[config.mk]
export PLATFORM = sky130hd
export DESIGN_NAME = vending_machine
export DESIGN_NICKNAME = d
export VERILOG_FILES = /design/src/rtl/vending_machine_pkg.sv /design/src/rtl/vending_machine.sv
export SDC_FILE = /design/constraint.sdc
export NUM_CORES = 1
export LEC_CHECK = 0
export BUFFER_PORTS_ARGS = -buffer_cell sky130_fd_sc_hd__buf_2
export CORE_AREA = 2 2 39 41
export CTS_BUF_LIST = sky130_fd_sc_hd__clkbuf_4
export CTS_CLUSTER_DIAMETER = 100
export DETAILED_ROUTE_END_ITERATION = 16
export DIE_AREA = 0 0 41 43
export GPL_ROUTABILITY_DRIVEN = 1
export PLACE_DENSITY = 0.4
export SLEW_MARGIN = 0
export SYNTH_ARGS = -nofsm -noshare
export SYNTH_HDL_FRONTEND = slang
export SYNTH_SLANG_ARGS = --single-unit
export TNS_END_PERCENT = 1
[constraint.sdc]
create_clock -name clk -period 1.8 [get_ports clk]
set_clock_uncertainty 0.15 [all_clocks]
set_input_delay 0.36 -clock clk [delete_from_list [all_inputs] [get_ports clk]]
set_output_delay 0.36 -clock clk [all_outputs]
set_load 0.005 [all_outputs]
[src/rtl/vending_machine_pkg.sv]
// Shared constants and types for the single-product vending controller.
// Coin and change encodings match the coin-acceptor and actuator interfaces.
package vending_machine_pkg;

  localparam int unsigned PRICE = 15;

  // Coin codes as presented on the 2-bit coin input.
  localparam logic [1:0] COIN_NONE   = 2'b00;
  localparam logic [1:0] COIN_5      = 2'b01;
  localparam logic [1:0] COIN_10     = 2'b10;
  localparam logic [1:0] COIN_CANCEL = 2'b11;

  // Change codes; 2'b11 is reserved and never driven.
  localparam logic [1:0] CHG_NONE = 2'b00;
  localparam logic [1:0] CHG_5    = 2'b01;
  localparam logic [1:0] CHG_10   = 2'b10;

  // Stored credit: 0, 5 or 10 units.
  typedef enum logic [1:0] {
    IDLE = 2'd0,
    C5   = 2'd1,
    C10  = 2'd2
  } state_e;

endpackage

[src/rtl/vending_machine.sv]
// Vending controller: accumulates 5/10 coins toward PRICE and emits registered
// single-cycle dispense and change pulses computed from (state, coin).
module vending_machine
  import vending_machine_pkg::*;
(
  input  logic       clk,
  input  logic       rst,
  input  logic [1:0] in,
  output logic       out,
  output logic [1:0] change
);

  state_e state_q;

  // Outputs default low on every edge so each pulse lasts exactly one cycle.
  always_ff @(posedge clk) begin
    if (rst) begin
      state_q <= IDLE;
      out     <= 1'b0;
      change  <= CHG_NONE;
    end else begin
      out    <= 1'b0;
      change <= CHG_NONE;
      case (state_q)
        IDLE: begin
          case (in)
            COIN_5:  state_q <= C5;
            COIN_10: state_q <= C10;
            default: state_q <= IDLE;
          endcase
        end
        C5: begin
          case (in)
            COIN_5:  state_q <= C10;
            COIN_10: begin
              state_q <= IDLE;
              out     <= 1'b1;
            end
            COIN_CANCEL: begin
              state_q <= IDLE;
              change  <= CHG_5;
            end
            default: state_q <= C5;
          endcase
        end
        C10: begin
          case (in)
            COIN_5: begin
              state_q <= IDLE;
              out     <= 1'b1;
            end
            COIN_10: begin
              state_q <= IDLE;
              out     <= 1'b1;
              change  <= CHG_5;
            end
            COIN_CANCEL: begin
              state_q <= IDLE;
              change  <= CHG_10;
            end
            default: state_q <= C10;
          endcase
        end
        default: state_q <= IDLE;
      endcase
    end
  end

endmodule

Yosys cells after proc, flatten, opt, wreduce, memory -nomap -nowiden
Cells that the tools add are included.

word-level totals
  register bits = 5
  output and inout port bits = 3
  logic and storage cells = 22

cells by class
  equality and inequality tests = 5
  muxes and demuxes = 10
  reductions and logical operators = 4

operators by type and width
  operator            number
  $pmux 2 s2          4
  $eq 2x2->1 const B  3
  $pmux 2 s3          1
  $eq 2x1->1 const B  2
  $reduce_or 2->1     2
  $mux 1              3
  $reduce_or 3->1     1
  $logic_not 2->1     1
  $mux 2              1
  $pmux 1 s2          1

Logic depth before layout (Yosys ltp)
  depth in word-level cells = 4
  gate-level depth with buffers = 4
  depth with buffers taken out = 4

Worst setup path before layout
OpenSTA, ideal clock, no wires.

  path type = input-to-reg
  start point = in in[0]
  end point = reg state_q[1]
  library setup time = 0.126 ns
  data arrival time = 0.974 ns
  data required time = 1.524 ns
  slack = 0.550 ns
  cell stages on the path = 4
  cells stage by stage = inv_1 > ha_1 > a222oi_1 > nor3_1

on the way
  word-level cells in the longest chain between the ends = 4
  elaborated cells between the ends (all ways) = 9
  classes of those cells = eq/ne (3); mux (4); reduce/logical (2)

ends and longest elaborated chain
  what                                                                 RTL line                                      RTL
  start: declaration                                                   vending_machine.sv:8                          input logic [1:0] in,
  $eq 2x2->1 (tied with other cells)                                   vending_machine.sv:33, vending_machine.sv:47
  $reduce_or 2->1 (no line) / $reduce_or 3->1 (equally long branches)  n/a
  $pmux 2 s2 / $mux 2 (equally long branches)                          vending_machine.sv:33, vending_machine.sv:47
  $pmux 2 s3 (*)                                                       vending_machine.sv:24                         case (state_q)
  end signal: assignment                                               vending_machine.sv:27                         COIN_5: state_q <= C5;
  end signal: assignment                                               vending_machine.sv:34                         COIN_5: state_q <= C10;
  end signal: assignment                                               vending_machine.sv:49                         state_q <= IDLE;
  end: declaration                                                     vending_machine.sv:13                         state_e state_q;

Every way passes the cells marked *; elsewhere a longest branch is shown, timed or not.
A chain may end at the register's enable or synchronous reset.

Final worst setup path
  start point = reg state_q[0]
  end point = reg state_q[1]

on the way
  word-level cells in the longest chain between the ends = 2
  elaborated cells between the ends (all ways) = 4
  classes of those cells = eq/ne (2); mux (1); reduce/logical (1)

ends and longest elaborated chain
  what                                RTL line               RTL
  start signal: assignment            vending_machine.sv:18  state_q <= IDLE;
  start signal: assignment            vending_machine.sv:27
  start signal: assignment            vending_machine.sv:28  COIN_10: state_q <= C10;
  $eq 2x2->1 (tied with other cells)  vending_machine.sv:24
  $pmux 2 s3 (*)                      vending_machine.sv:24

Marked as above.

==> metrics.txt <==
status finished, final reports clean; Initial Util 22.9%; met2 WL post-DR 228 µm; Pleak 0.198 nW; crit-path max FO 4; Total GRT Usage 7.02%; CTS tree yes; highest metal layer with signal wires met3; routed vias 239; R2R depth 4; DP Worst Slack 0.306 ns; row count 14; Setup TNS Final 0 ns; largest net degree at the start of global routing 6; Synth cell types 9; Net Switching 0.0664 mW; detailed-route DRC error count 0; Power Internal 0.228 mW; multiplexer share of the synthesized area 0%; CP Capture Type flop; flops & latches, synth 5; Slew headroom 80.6%; Slew @ Worst Pin 0.291 ns; Max-Cap Viols 0; Syn Inst Count 31; die height 43 µm; commonest non-fill, non-tap cell in the layout ha_1; Crit-path slowest cell dfxtp_1; routability cong. 0.693; clock root cell clkbuf_4; Final Setup Violations 0; drt via density 4.19; Iter 0 DRT Violations 3; post-synthesis compound-gate area fraction 10.3%; Setup WS post-layout 0.440 ns; synth top area cells ha_1 43%, dfxtp_1 32%, a22oi_1 7.1%, inv_1 4.7%, nor2_1 3.6%; class of the worst hold path input port to flop; Adder-Cell Fraction of Synth Area 43.5%; RSZ-0062 raised after global routing false; initial antenna violation count 0; hold path depth 2; Routed WL per cell 9.19 µm; commonest cells after routing, fill and taps aside 11 x ha_1, 6 x buf_2, 5 x dfxtp_1; Final #Nets 57; Port Buf Inserts 6; Slew Limit Fails 0; Reg clk slew, reported paths 0.04 ns; Pwr Density 742 nW/µm²; Synth Area in XOR/XNOR 0%; Top Ports 7; worst-skew pair later-pin latency 0.24 ns; Synth top area share 43.5%; Hold Fails Final Rpt 0; ant diodes 0; DIE AREA 1760 µm²; first-pass GRT wire length 800 µm; Max Root-Sink Buffers 2; largest family of logic cells by synthesized area adder cells; Tmin final 1.36 ns; Die Wd 41 µm; core footprint 1380 µm²; cts-stage hold buffer count 0; clock power share 48.8%; met1 wire length 272 µm; Post-DP Area 367 µm²; peak supply drop 0.000142 V; Netlist Area Pre-Place 317 µm²; # clock sinks 5; TritonCTS buffer count 3; post-synthesis sequential area ratio 31.6%; post-CTS resize count 0; CP arrival 1.33 ns; Seq pwr share 39.6%; period utilization 75.6%; Critical Path Source Type flop; vias in the first global route 214; Synthesized Nets 46; sw frac 22.6%; simple-gate share of the synthesized area 9.88%; Crit Path Category flop to flop; synthesized area per cell 10.2 µm²; fmax 735 MHz; Worst EP required 1.77 ns; Synth area leader ha_1; Final Instance Area 397 µm²; antenna viol nets, final 0; Layout area overhead 25.3%; CTS H-tree depth 1; routed wl met3 23 µm; DR pass1 iterations 4; Comb power frac 11.6%; WL final 524 µm; HPWL Detailed 425 µm; crit-path cells inv_1 > ha_1 > a222oi_1 > nor3_1; fraction of layout cells with a size suffix above 1 24.4%; Synth warnings 0; # Post-CTS Setup Buffers 0; Congestion Overflow GR 0; CP max stage delay 0.36 ns
## final cells by class
class | instances | area [µm²]
inverters | 4 | 15.0
well taps | 16 | 20.0
clock buffers | 4 | 30.0
flip-flops and latches | 5 | 100
multi-input cells | 22 | 201
repair buffers | 6 | 30.0
fillers | 156 | 987
## critical path, delay by kind of cell, from the launching register on
kind                     cells  cell delay [ns]
buffers and inverters        1             0.07
flip-flops                   1             0.36
adder cells (fa/ha/maj)      1             0.24
AO/OA/AOI/OAI                1             0.34
AND/OR/NAND/NOR              1             0.08
## final timing paths
| kind | from | end | slack, ns |
|---|---|---|---|
| worst min register to register | state_q[0] | state_q[0] | 0.49 |
| worst max-delay path | state_q[0] | state_q[1] | 0.44 |
| worst max register to register | state_q[0] | state_q[1] | 0.44 |
| worst min-delay path | rst | state_q[0] | 0.16 |
## logic make-up (layout without fill, tap and decap cells)
logic type,Yosys count,count (layout)
adder cells (fa/ha/maj),11,11
AND/OR/NAND/NOR,7,7
flip-flops,5,5
AO/OA/AOI/OAI,4,4
buffers and inverters,4,14
## state kept, by name (all words and copies together), names as in the netlist
signal,cells
change,2
state_q,2
out,1
## metrics by stage
| stage | cells | hold slack (ns) | utilization, % | power, mW |
|---|---|---|---|---|
| final | 57 | 0.160 | 28.7 | 0.294 |
| after global routing | 57 | 0.151 | 28.7 | 0.313 |
| after CTS | 57 | 0.148 | 28.7 | 0.303 |
| after detailed placement | 53 | 0.407 | 26.5 | 0.152 |
| after global placement | 53 | 0.404 | 26.5 | 0.151 |
| after floorplan | 31 | 0.287 | - | 0.139 |
## power groups by stage
stage,Combinational [mW],Sequential (mW),Clock (mW)
2_1_floorplan,0.0216,0.118,0
3_3_place_gp,0.0332,0.118,0
3_5_place_dp,0.0340,0.118,0
4_1_cts,0.0341,0.116,0.153
5_1_grt,0.0390,0.117,0.157
6_report,0.0341,0.117,0.144
## synth_stat cells
library cell and number:
inv_1 4, nand2b_1 1, nand2_1 1, a222oi_1 1, nor3_1 2, ha_1 11
a22oi_1 3, nor2_1 3, dfxtp_1 5
## metal layers
| layer | vias to the layer above | GRT usage [%] |
|---|---|---|
| met5 | - | 0 |
| met4 | 0 | 8.00 |
| met3 | 0 | 1.57 |
| met2 | 7 | 8.75 |
| met1 | 109 | 8.65 |
| li1 | 123 | - |
(Power assumes the default switching activity.)
